--- config.mk ---
export PLATFORM = sky130hd
export DESIGN_NAME = alu_exec_unit_flat
export DESIGN_NICKNAME = d
export VERILOG_FILES = /design/src/rtl/alu_exec_unit_if.sv /design/src/rtl/alu_exec_unit.sv /design/src/flat_wrapper.sv
export SDC_FILE = /design/constraint.sdc
export NUM_CORES = 1
export LEC_CHECK = 0
export BUFFER_PORTS_ARGS = -buffer_cell sky130_fd_sc_hd__buf_2
export CAP_MARGIN = 15
export CORE_ASPECT_RATIO = 1.25
export CORE_MARGIN = 10
export CORE_UTILIZATION = 30
export DETAILED_ROUTE_END_ITERATION = 10
export SLEW_MARGIN = 10
export SYNTH_ARGS = -nofsm -noshare
export SYNTH_HDL_FRONTEND = slang
export SYNTH_SLANG_ARGS = --single-unit
--- constraint.sdc ---
create_clock -name clk -period 6.5 [get_ports clk]
set_input_delay 0.65 -clock clk [delete_from_list [all_inputs] [get_ports clk]]
set_output_delay 0.65 -clock clk [all_outputs]
set_load 0.03 [all_outputs]
--- src/rtl/alu_exec_unit_if.sv ---
// ============================================================================
// Module : alu_exec_unit_if
// Brief  : Operand/control/result bundle for the MIPS execute-stage ALU.
// Rev    : 1.0  initial release
// ============================================================================
`default_nettype none

interface alu_exec_unit_if #(
    parameter int DATA_WIDTH  = 32,
    parameter int SHAMT_WIDTH = 5
);
    logic                   start;
    logic [2:0]             alu_op;
    logic [5:0]             alu_function;
    logic [SHAMT_WIDTH-1:0] shamt;
    logic [DATA_WIDTH-1:0]  data_a;
    logic [DATA_WIDTH-1:0]  data_b;
    logic [3:0]             alu_operation;
    logic [DATA_WIDTH-1:0]  alu_result;
    logic                   zero;
    logic                   busy;
    logic                   done;
    logic [DATA_WIDTH-1:0]  hi;
    logic [DATA_WIDTH-1:0]  lo;
    logic                   illegal;

    modport master (
        output start, alu_op, alu_function, shamt, data_a, data_b,
        input  alu_operation, alu_result, zero, busy, done, hi, lo, illegal
    );

    modport slave (
        input  start, alu_op, alu_function, shamt, data_a, data_b,
        output alu_operation, alu_result, zero, busy, done, hi, lo, illegal
    );
endinterface

`default_nettype wire

--- src/rtl/alu_exec_unit.sv ---
// ============================================================================
// Module : alu_exec_unit
// Brief  : ALU decode + single-cycle ops, iterative unsigned MULTU/DIVU to HI/LO.
// Rev    : 1.0  initial release
// ============================================================================
`default_nettype none

module alu_exec_unit #(
    parameter int DATA_WIDTH  = 32,
    parameter int SHAMT_WIDTH = 5,
    parameter int COUNT_WIDTH = 6
) (
    input  logic          clk,
    input  logic          reset,
    alu_exec_unit_if.slave bus
);
    localparam int HALF = DATA_WIDTH / 2;

    localparam logic [3:0] OP_AND     = 4'b0000;
    localparam logic [3:0] OP_OR      = 4'b0001;
    localparam logic [3:0] OP_NOR     = 4'b0010;
    localparam logic [3:0] OP_ADD     = 4'b0011;
    localparam logic [3:0] OP_SUB     = 4'b0100;
    localparam logic [3:0] OP_SLL     = 4'b0101;
    localparam logic [3:0] OP_SRL     = 4'b0110;
    localparam logic [3:0] OP_LUI     = 4'b0111;
    localparam logic [3:0] OP_SLT     = 4'b1000;
    localparam logic [3:0] OP_ILLEGAL = 4'b1001;
    localparam logic [3:0] OP_MFHI    = 4'b1010;
    localparam logic [3:0] OP_MFLO    = 4'b1011;
    localparam logic [3:0] OP_MULTU   = 4'b1100;
    localparam logic [3:0] OP_DIVU    = 4'b1101;

    typedef enum logic [1:0] {IDLE = 2'd0, MUL = 2'd1, DIV = 2'd2} state_t;

    state_t                    state, state_next;
    logic [COUNT_WIDTH-1:0]    count;
    logic [DATA_WIDTH-1:0]     operand;
    logic [2*DATA_WIDTH-1:0]   partial;
    logic [DATA_WIDTH-1:0]     hi_reg, lo_reg;
    logic                      done_reg;

    logic [3:0]                operation;
    logic                      illegal;
    logic [DATA_WIDTH-1:0]     result;
    logic                      accept;
    logic                      last_step;
    logic [DATA_WIDTH:0]       mul_sum;
    logic [2*DATA_WIDTH-1:0]   mul_next;
    logic [DATA_WIDTH:0]       div_shift;
    logic [DATA_WIDTH:0]       div_trial;
    logic [2*DATA_WIDTH-1:0]   div_next;
    logic [2*DATA_WIDTH-1:0]   step_next;

    always_comb begin
        operation = OP_ILLEGAL;
        illegal   = 1'b1;
        case (bus.alu_op)
            3'b111: begin
                illegal = 1'b0;
                case (bus.alu_function)
                    6'b100100: operation = OP_AND;
                    6'b100101: operation = OP_OR;
                    6'b100111: operation = OP_NOR;
                    6'b100000: operation = OP_ADD;
                    6'b100010: operation = OP_SUB;
                    6'b000000: operation = OP_SLL;
                    6'b000010: operation = OP_SRL;
                    6'b101010: operation = OP_SLT;
                    6'b010000: operation = OP_MFHI;
                    6'b010010: operation = OP_MFLO;
                    6'b011001: operation = OP_MULTU;
                    6'b011011: operation = OP_DIVU;
                    default: begin
                        operation = OP_ILLEGAL;
                        illegal   = 1'b1;
                    end
                endcase
            end
            3'b100, 3'b010, 3'b011: begin operation = OP_ADD; illegal = 1'b0; end
            3'b101:                 begin operation = OP_OR;  illegal = 1'b0; end
            3'b110:                 begin operation = OP_AND; illegal = 1'b0; end
            3'b000:                 begin operation = OP_LUI; illegal = 1'b0; end
            3'b001:                 begin operation = OP_SUB; illegal = 1'b0; end
            default: ;
        endcase
    end

    always_comb begin
        result = '0;
        case (operation)
            OP_ADD:  result = bus.data_a + bus.data_b;
            OP_SUB:  result = bus.data_a - bus.data_b;
            OP_AND:  result = bus.data_a & bus.data_b;
            OP_OR:   result = bus.data_a | bus.data_b;
            OP_NOR:  result = ~(bus.data_a | bus.data_b);
            OP_SLL:  result = bus.data_b << bus.shamt;
            OP_SRL:  result = bus.data_b >> bus.shamt;
            OP_LUI:  result = {bus.data_b[HALF-1:0], {HALF{1'b0}}};
            OP_SLT:  result = {{(DATA_WIDTH-1){1'b0}},
                               ($signed(bus.data_a) < $signed(bus.data_b))};
            OP_MFHI: result = hi_reg;
            OP_MFLO: result = lo_reg;
            default: result = '0;
        endcase
    end

    // Shift-add: partial = {accumulator, remaining multiplier bits}.
    assign mul_sum  = {1'b0, partial[2*DATA_WIDTH-1:DATA_WIDTH]} + {1'b0, operand};
    assign mul_next = partial[0] ? {mul_sum, partial[DATA_WIDTH-1:1]}
                                 : {1'b0, partial[2*DATA_WIDTH-1:1]};

    // Restoring divide: partial = {remainder, dividend/quotient}; b=0 yields all-ones quotient, remainder a.
    assign div_shift = partial[2*DATA_WIDTH-1:DATA_WIDTH-1];
    assign div_trial = div_shift - {1'b0, operand};
    assign div_next  = div_trial[DATA_WIDTH]
                     ? {div_shift[DATA_WIDTH-1:0], partial[DATA_WIDTH-2:0], 1'b0}
                     : {div_trial[DATA_WIDTH-1:0], partial[DATA_WIDTH-2:0], 1'b1};

    assign step_next = (state == MUL) ? mul_next : div_next;
    assign accept    = (state == IDLE) && bus.start &&
                       ((operation == OP_MULTU) || (operation == OP_DIVU));
    assign last_step = (state != IDLE) && (count == COUNT_WIDTH'(1));

    always_comb begin
        state_next = state;
        case (state)
            IDLE: begin
                if (accept) state_next = (operation == OP_MULTU) ? MUL : DIV;
            end
            MUL, DIV: begin
                if (last_step) state_next = IDLE;
            end
            default: state_next = IDLE;
        endcase
    end

    always_ff @(posedge clk or posedge reset) begin
        if (reset) state <= IDLE;
        else       state <= state_next;
    end

    always_ff @(posedge clk or posedge reset) begin
        if (reset) begin
            count    <= '0;
            operand  <= '0;
            partial  <= '0;
            hi_reg   <= '0;
            lo_reg   <= '0;
            done_reg <= 1'b0;
        end else begin
            done_reg <= 1'b0;
            if (accept) begin
                count   <= COUNT_WIDTH'(DATA_WIDTH);
                operand <= (operation == OP_MULTU) ? bus.data_a : bus.data_b;
                partial <= {{DATA_WIDTH{1'b0}},
                            (operation == OP_MULTU) ? bus.data_b : bus.data_a};
            end else if (state != IDLE) begin
                count   <= count - COUNT_WIDTH'(1);
                partial <= step_next;
                if (last_step) begin
                    hi_reg   <= step_next[2*DATA_WIDTH-1:DATA_WIDTH];
                    lo_reg   <= step_next[DATA_WIDTH-1:0];
                    done_reg <= 1'b1;
                end
            end
        end
    end

    assign bus.alu_operation = operation;
    assign bus.alu_result    = result;
    assign bus.zero          = (result == '0);
    assign bus.illegal       = illegal;
    assign bus.busy          = (state != IDLE);
    assign bus.done          = done_reg;
    assign bus.hi            = hi_reg;
    assign bus.lo            = lo_reg;
endmodule

`default_nettype wire
--- src/flat_wrapper.sv ---
// flat-port wrapper written by rule: the top's interface ports become plain ports
module alu_exec_unit_flat 
#(
    parameter int DATA_WIDTH  = 32,
    parameter int SHAMT_WIDTH = 5,
    parameter int COUNT_WIDTH = 6
)
  (clk, reset, bus_start, bus_alu_op, bus_alu_function, bus_shamt, bus_data_a, bus_data_b, bus_alu_operation, bus_alu_result, bus_zero, bus_busy, bus_done, bus_hi, bus_lo, bus_illegal);
  alu_exec_unit_if #(.DATA_WIDTH(DATA_WIDTH), .SHAMT_WIDTH(SHAMT_WIDTH)) bus_i ();
  input  logic clk;
  input  logic reset;
  input wire logic [$bits(bus_i.start)-1:0] bus_start;
  input wire logic [$bits(bus_i.alu_op)-1:0] bus_alu_op;
  input wire logic [$bits(bus_i.alu_function)-1:0] bus_alu_function;
  input wire logic [$bits(bus_i.shamt)-1:0] bus_shamt;
  input wire logic [$bits(bus_i.data_a)-1:0] bus_data_a;
  input wire logic [$bits(bus_i.data_b)-1:0] bus_data_b;
  output wire logic [$bits(bus_i.alu_operation)-1:0] bus_alu_operation;
  output wire logic [$bits(bus_i.alu_result)-1:0] bus_alu_result;
  output wire logic [$bits(bus_i.zero)-1:0] bus_zero;
  output wire logic [$bits(bus_i.busy)-1:0] bus_busy;
  output wire logic [$bits(bus_i.done)-1:0] bus_done;
  output wire logic [$bits(bus_i.hi)-1:0] bus_hi;
  output wire logic [$bits(bus_i.lo)-1:0] bus_lo;
  output wire logic [$bits(bus_i.illegal)-1:0] bus_illegal;
  assign bus_i.start = bus_start;
  assign bus_i.alu_op = bus_alu_op;
  assign bus_i.alu_function = bus_alu_function;
  assign bus_i.shamt = bus_shamt;
  assign bus_i.data_a = bus_data_a;
  assign bus_i.data_b = bus_data_b;
  assign bus_alu_operation = bus_i.alu_operation;
  assign bus_alu_result = bus_i.alu_result;
  assign bus_zero = bus_i.zero;
  assign bus_busy = bus_i.busy;
  assign bus_done = bus_i.done;
  assign bus_hi = bus_i.hi;
  assign bus_lo = bus_i.lo;
  assign bus_illegal = bus_i.illegal;
  alu_exec_unit #(.DATA_WIDTH(DATA_WIDTH), .SHAMT_WIDTH(SHAMT_WIDTH), .COUNT_WIDTH(COUNT_WIDTH)) u_core (.clk(clk), .reset(reset), .bus(bus_i));
endmodule
Yosys cells after proc, flatten, opt, wreduce, memory -nomap -nowiden
Cells that the tools add are included.
Word-level totals
  flip-flop bits (word level): 169
  bits of input ports: 81
  logic and storage cells: 92
Operators by class
  add/sub/neg operators: 5
  magnitude comparators: 1
  eq/ne operators: 35
  shift-type cells: 2
  multiplexer cells: 21
  bitwise logic cells: 4
  reduce and logical (&&, ||, !) cells: 17
Operator list (number)
  $pmux 32 s11: 1
  $mux 64: 5
  $mux 32: 2
  $pmux 4 s12: 1
  $eq 6x6->1 const B: 6
  $add 32x32->33: 1
  $sub 33x32->33: 1
  $add 32x32->32: 1
  $and 32x32->32: 1
  $logic_not 32->1: 1
  $lt 32x32->1: 1
  $not 32->32: 1
  $or 32x32->32: 1
  $shl 32x5->32: 1
  $shr 32x5->32: 1
  $sub 32x32->32: 1
  $eq 6x5->1 const B: 4
  $pmux 4 s6: 1
  $eq 4x4->1 const B: 5
  $eq 4x3->1 const B: 4
  $eq 3x3->1 const B: 4
  $mux 6: 2
  $reduce_or 12->1: 1
  $eq 4x2->1 const B: 2
  26 further kinds: 36

Longest topological paths before layout
  depth in word-level cells: 8
  depth in mapped cells: 18

Least setup slack after synthesis
Ideal clock, no wire load.
  kind: input port to output port
  from: input port bus_data_b[2]
  to: output port bus_zero
  arrival: 5.084 ns
  required time: 5.850 ns
  path slack: 0.766 ns
  cell stages on the path: 17
  cell sequence: clkbuf_1 -> inv_1 -> ha_1 -> buf_2 -> o21ba_1 -> a2111o_1 -> a211oi_2 -> o21ai_1 -> a211oi_1 -> a21oi_1 -> o31ai_2 -> o221ai_1 -> a2111o_1 -> or4bb_1 -> nor4_1 -> nand4bb_1 -> nor4b_2
On the way
  elaborated cells on any way between the ends: 10
RTL lines
  start, declared: line flat_wrapper.sv:17  | input wire logic [$bits(bus_i.data_b)-1:0] bus_data_b;
  $sub 32x32->32, or another cell as far along: line alu_exec_unit.sv:93  | OP_SUB: result = bus.data_a - bus.data_b;
  $pmux 32 s11 (*): line alu_exec_unit.sv:91  | case (operation)
  named net bus_alu_result[24]: line flat_wrapper.sv:19  | output wire logic [$bits(bus_i.alu_result)-1:0] bus_alu_result;
  $logic_not 32->1 (*): line alu_exec_unit.sv:172  | assign bus.zero = (result == '0);
  end, declared: line flat_wrapper.sv:20  | output wire logic [$bits(bus_i.zero)-1:0] bus_zero;
The timed path passes the listed nets; every way through them passes the cells marked *.

Worst setup path after layout
  from: input port bus_data_b[0]
  to: output port bus_zero
On the way
  word-level cells in the longest chain between the ends: 4
  elaborated cells on any way between the ends: 10
Ends and longest elaborated chain (line)
  parallel branches: the longest is 2 deep, another holds $sub 32x32->32
  $pmux 32 s11 (*): alu_exec_unit.sv:91
  $logic_not 32->1 (*): alu_exec_unit.sv:172
Mark *: on every way between the ends.

==> summary.txt <==
Power and ir drop
  – Peak VDD IR: 0.216 mV
  – Pwr dens: 249 nW/um^2
  – Leakage: 10.6 nW

GRT
  – Grt met2 use: 42.6%
  – M1 GR Usage: 28.7%
  – First-pass GRT wire length: roughly 160000 um
  – GR peak layer: met2
  – M3 GR Usage: 5.42%
  – GR Util All Layers: about a quarter
  – Vias in the first global route: 22867
  – Grt total ovfl: 0
  – Largest net degree at the start of global routing: 121
  – Initial antenna violation count: 7

Synthesis
  – Yosys top cell area share: 19.9%
  – Number of unique standard cell types used by synthesis: approximately 110
  – Post-synthesis instance total: 2792
  – Compound-cell area share of the yosys netlist: 30.3%
  – Synth Area in Simple Gates: 17.3%
  – Mux contribution to synthesized area: 11.4%
  – Post-synth ARST share: 100%
  – Cell Area, Synth: 21300 um^2
  – Largest area contributor in the netlist: dfrtp_1
  – Largest family of logic cells by synthesized area: compound AO/OA/AOI/OAI gates
  – Synth Warn #: 0
  – Dominant synthesized flop cell: dfrtp_1
  – Synth Register Bits: 169
  – Synth Area in XOR/XNOR: between 3 and 4%
  – Net Count, Synth: just over 3000
  – Number of flops mapped to enable cells by yosys: 0
  – Top post-synthesis cells by area: dfrtp_1, ha_1, o21ai_0, a21oi_1, nor2_1
  – Synthesized-area fraction occupied by adder cells: 10.9%
  – Mean post-synth cell area: 7.63 um^2
  – Post-synthesis sequential area ratio: 19.9%

Detailed routing
  – Drt first pass iters: 9
  – Vias: approximately 23000
  – Post-DR vias/cell: between 6 and 7
  – DRC errors left: 0
  – ANT nets after route: 0
  – WL/cell: between 20 and 30 um
  – Routed wire length: 107000 um
  – Initial DRC count: 2606

Job
  – Total of max-cap violations: 0

STA
  – Final worst-path cycle share: 96.8%
  – Finish-stage setup viols: 0
  – Final min period: 6290 ps
  – Unrepaired setup endpoints after global routing: no
  – Worst Clk Skew: 15.7 ps
  – Worst Setup Slack, final: 210 ps
  – Setup TNS: 0 ps
  – Worst-margin pin slew: 1260 ps
  – Slew Limit Fails: 0
  – F_max: 159 MHz
  – Final hold violations: 0
  – Slew headroom: 16.2%

Critical path
  – WP data required: 5850 ps
  – Worst-path fanout max: 4
  – CP arrival: approximately 5600 ps
  – Crit Path Class: in -> out
  – CP endpoint kind: output pin
  – Setup crit start kind: primary input

Cells and area
  – Share of layout cells above drive strength 1: 16.7%
  – Most flops, register: u_core.partial
  – Fillers: approximately 7600
  – Final core occ: about a third
  – Area delta synth->final: 13.7%
  – Sequential Area: 4230 um^2
  – Commonest non-fill, non-tap cell in the layout: o21ai_0
  – Number of flip-flops in the largest register: 64
  – Nets: 3170
  – Most frequent cells in the layout: o21ai_0, nor2_1, a21oi_1
  – Multi-input gate area: between 15000 and 20000 um^2

Floorplanning
  – FP Rows: 109
  – Die Span Y: 318 um
  – DIE AREA: 82100 um^2
  – Chip width: between 200 and 300 um
  – Initial Util: 30.2%
  – CORE AREA: 70500 um^2
  – Io pins: 185

Placement
  – Setup WS pre-CTS: a little under 200 ps
  – Port buffer count: 184
  – Routability Congestion: 1.03
  – Dpl hpwl: 84300 um

Clock tree
  – Cts hold-fix bufs: 0
  – Clock buffer depth: 2
  – Number of H-tree levels: 4
  – Worst-skew pair later-pin latency: 490 ps
  – CTS Sinks: 169
  – CTS clk-pin slew, worst paths: 80 ps
  – CTS tree: yes
  – Cts bufs inserted: 17
  – Clock root buffer: clkbuf_16

Outcome
  – Status: completed

Min path
  – Hold Path Class: in -> async
final cells by class:
type	count	share of cell area, %
Multi-Input combinational cell	2239	64.6
Clock buffer	17	1.76
Clock inverter	15	0.728
Timing Repair Buffer	310	7.87
Antenna cell	2	0.0207
Inverter	169	2.65
Tap cell	943	4.87
Sequential cell	169	17.5
path summary, 6_finish.rpt:
path	startpoint	to	slack, ps	cells after the start
worst max-delay path	bus_data_b[0]	bus_zero	210	18
worst min-delay path	reset	u_core.partial[35]	320	2
worst max register to register	u_core.partial[31]	u_core.bus.hi[20]	1410	17
worst min register to register	u_core.state[1]	u_core.state[1]	500	2
max in group asynchronous	reset	u_core.partial[21]	4810	3
min in group clk	u_core.state[1]	u_core.state[1]	500	2
routing by layer:
layer	share of wire, %	up-vias
met5	0.012	-
met4	7.3	2
met3	8.2	319
met2	48	1179
met1	37	11322
li1	-	10525
where the power goes:
part / total [W] / switching (W) / internal (W) / leakage, nW
Combinational: 0.00343 / 0.00207 / 0.00136 / 8.31
Clock: 0.00110 / 0.000547 / 0.000551 / 0.293
Sequential: 0.00150 / 0.000263 / 0.00124 / 2.03
Total: 0.00603 / 0.00288 / 0.00315 / 10.6
critical path, stage by stage:
cell       delay (ps)
buf_2             220
ha_1              290
inv_1              80
fa_1              410
nand2b_1          190
a21oi_1           250
nor2_1            130
o31ai_1           410
xor2_1            120
a22o_1            220
a2111o_1          360
or4_1             560
nor4_2            400
nand4b_1          290
nor4_1            290
nand4bb_1         240
nor4b_2           270
buf_2             240
through the flow:
| stage | cell area (um^2) | cells | hold slack, ps | power (W) |
|---|---|---|---|---|
| 6_report | 24200 | 3864 | 324 | 0.00603 |
| 5_1_grt | 24200 | 3864 | 393 | 0.00646 |
| 4_1_cts | 24200 | 3862 | 381 | 0.00600 |
| 3_5_place_dp | 23600 | 3830 | 484 | 0.00488 |
| 3_3_place_gp | 23600 | 3830 | 479 | 0.00486 |
| 2_1_floorplan | 21300 | 2792 | 442 | 0.00387 |
cell families after synthesis:
family | after synthesis
adders and majority gates | 183
DFF | 169
and+or+nand+nor | 804
muxes | 180
xor gates and xnor gates | 75
AOI/OAI and AO/OA | 997
buffers and inverters | 384
synthesized netlist by cell type (all sizes together) (16+ instances only):
library cell and instances:
o21ai 299, nor2 290, a21oi 249, nand2 227, ha 179, dfrtp 169, inv 168, clkbuf 162
mux2i 95, nand3 75, buf 53, a211oi 50, mux4 47, xnor2 45, o22ai 44, o221ai 41
mux2 38, nor3 38, o211ai 36, a21o 35, xor2 30, nand2b 28, nor2b 26, o21bai 24
or3 24, a222oi 19, a31oi 19, o21a 16
what timing repair did:
item	in CTS	in global routing
endpoints found under the setup margin	0	1
setup buffers	0	0
gates resized for setup	0	4
No activity file was read; power rests on OpenSTA's default activity.
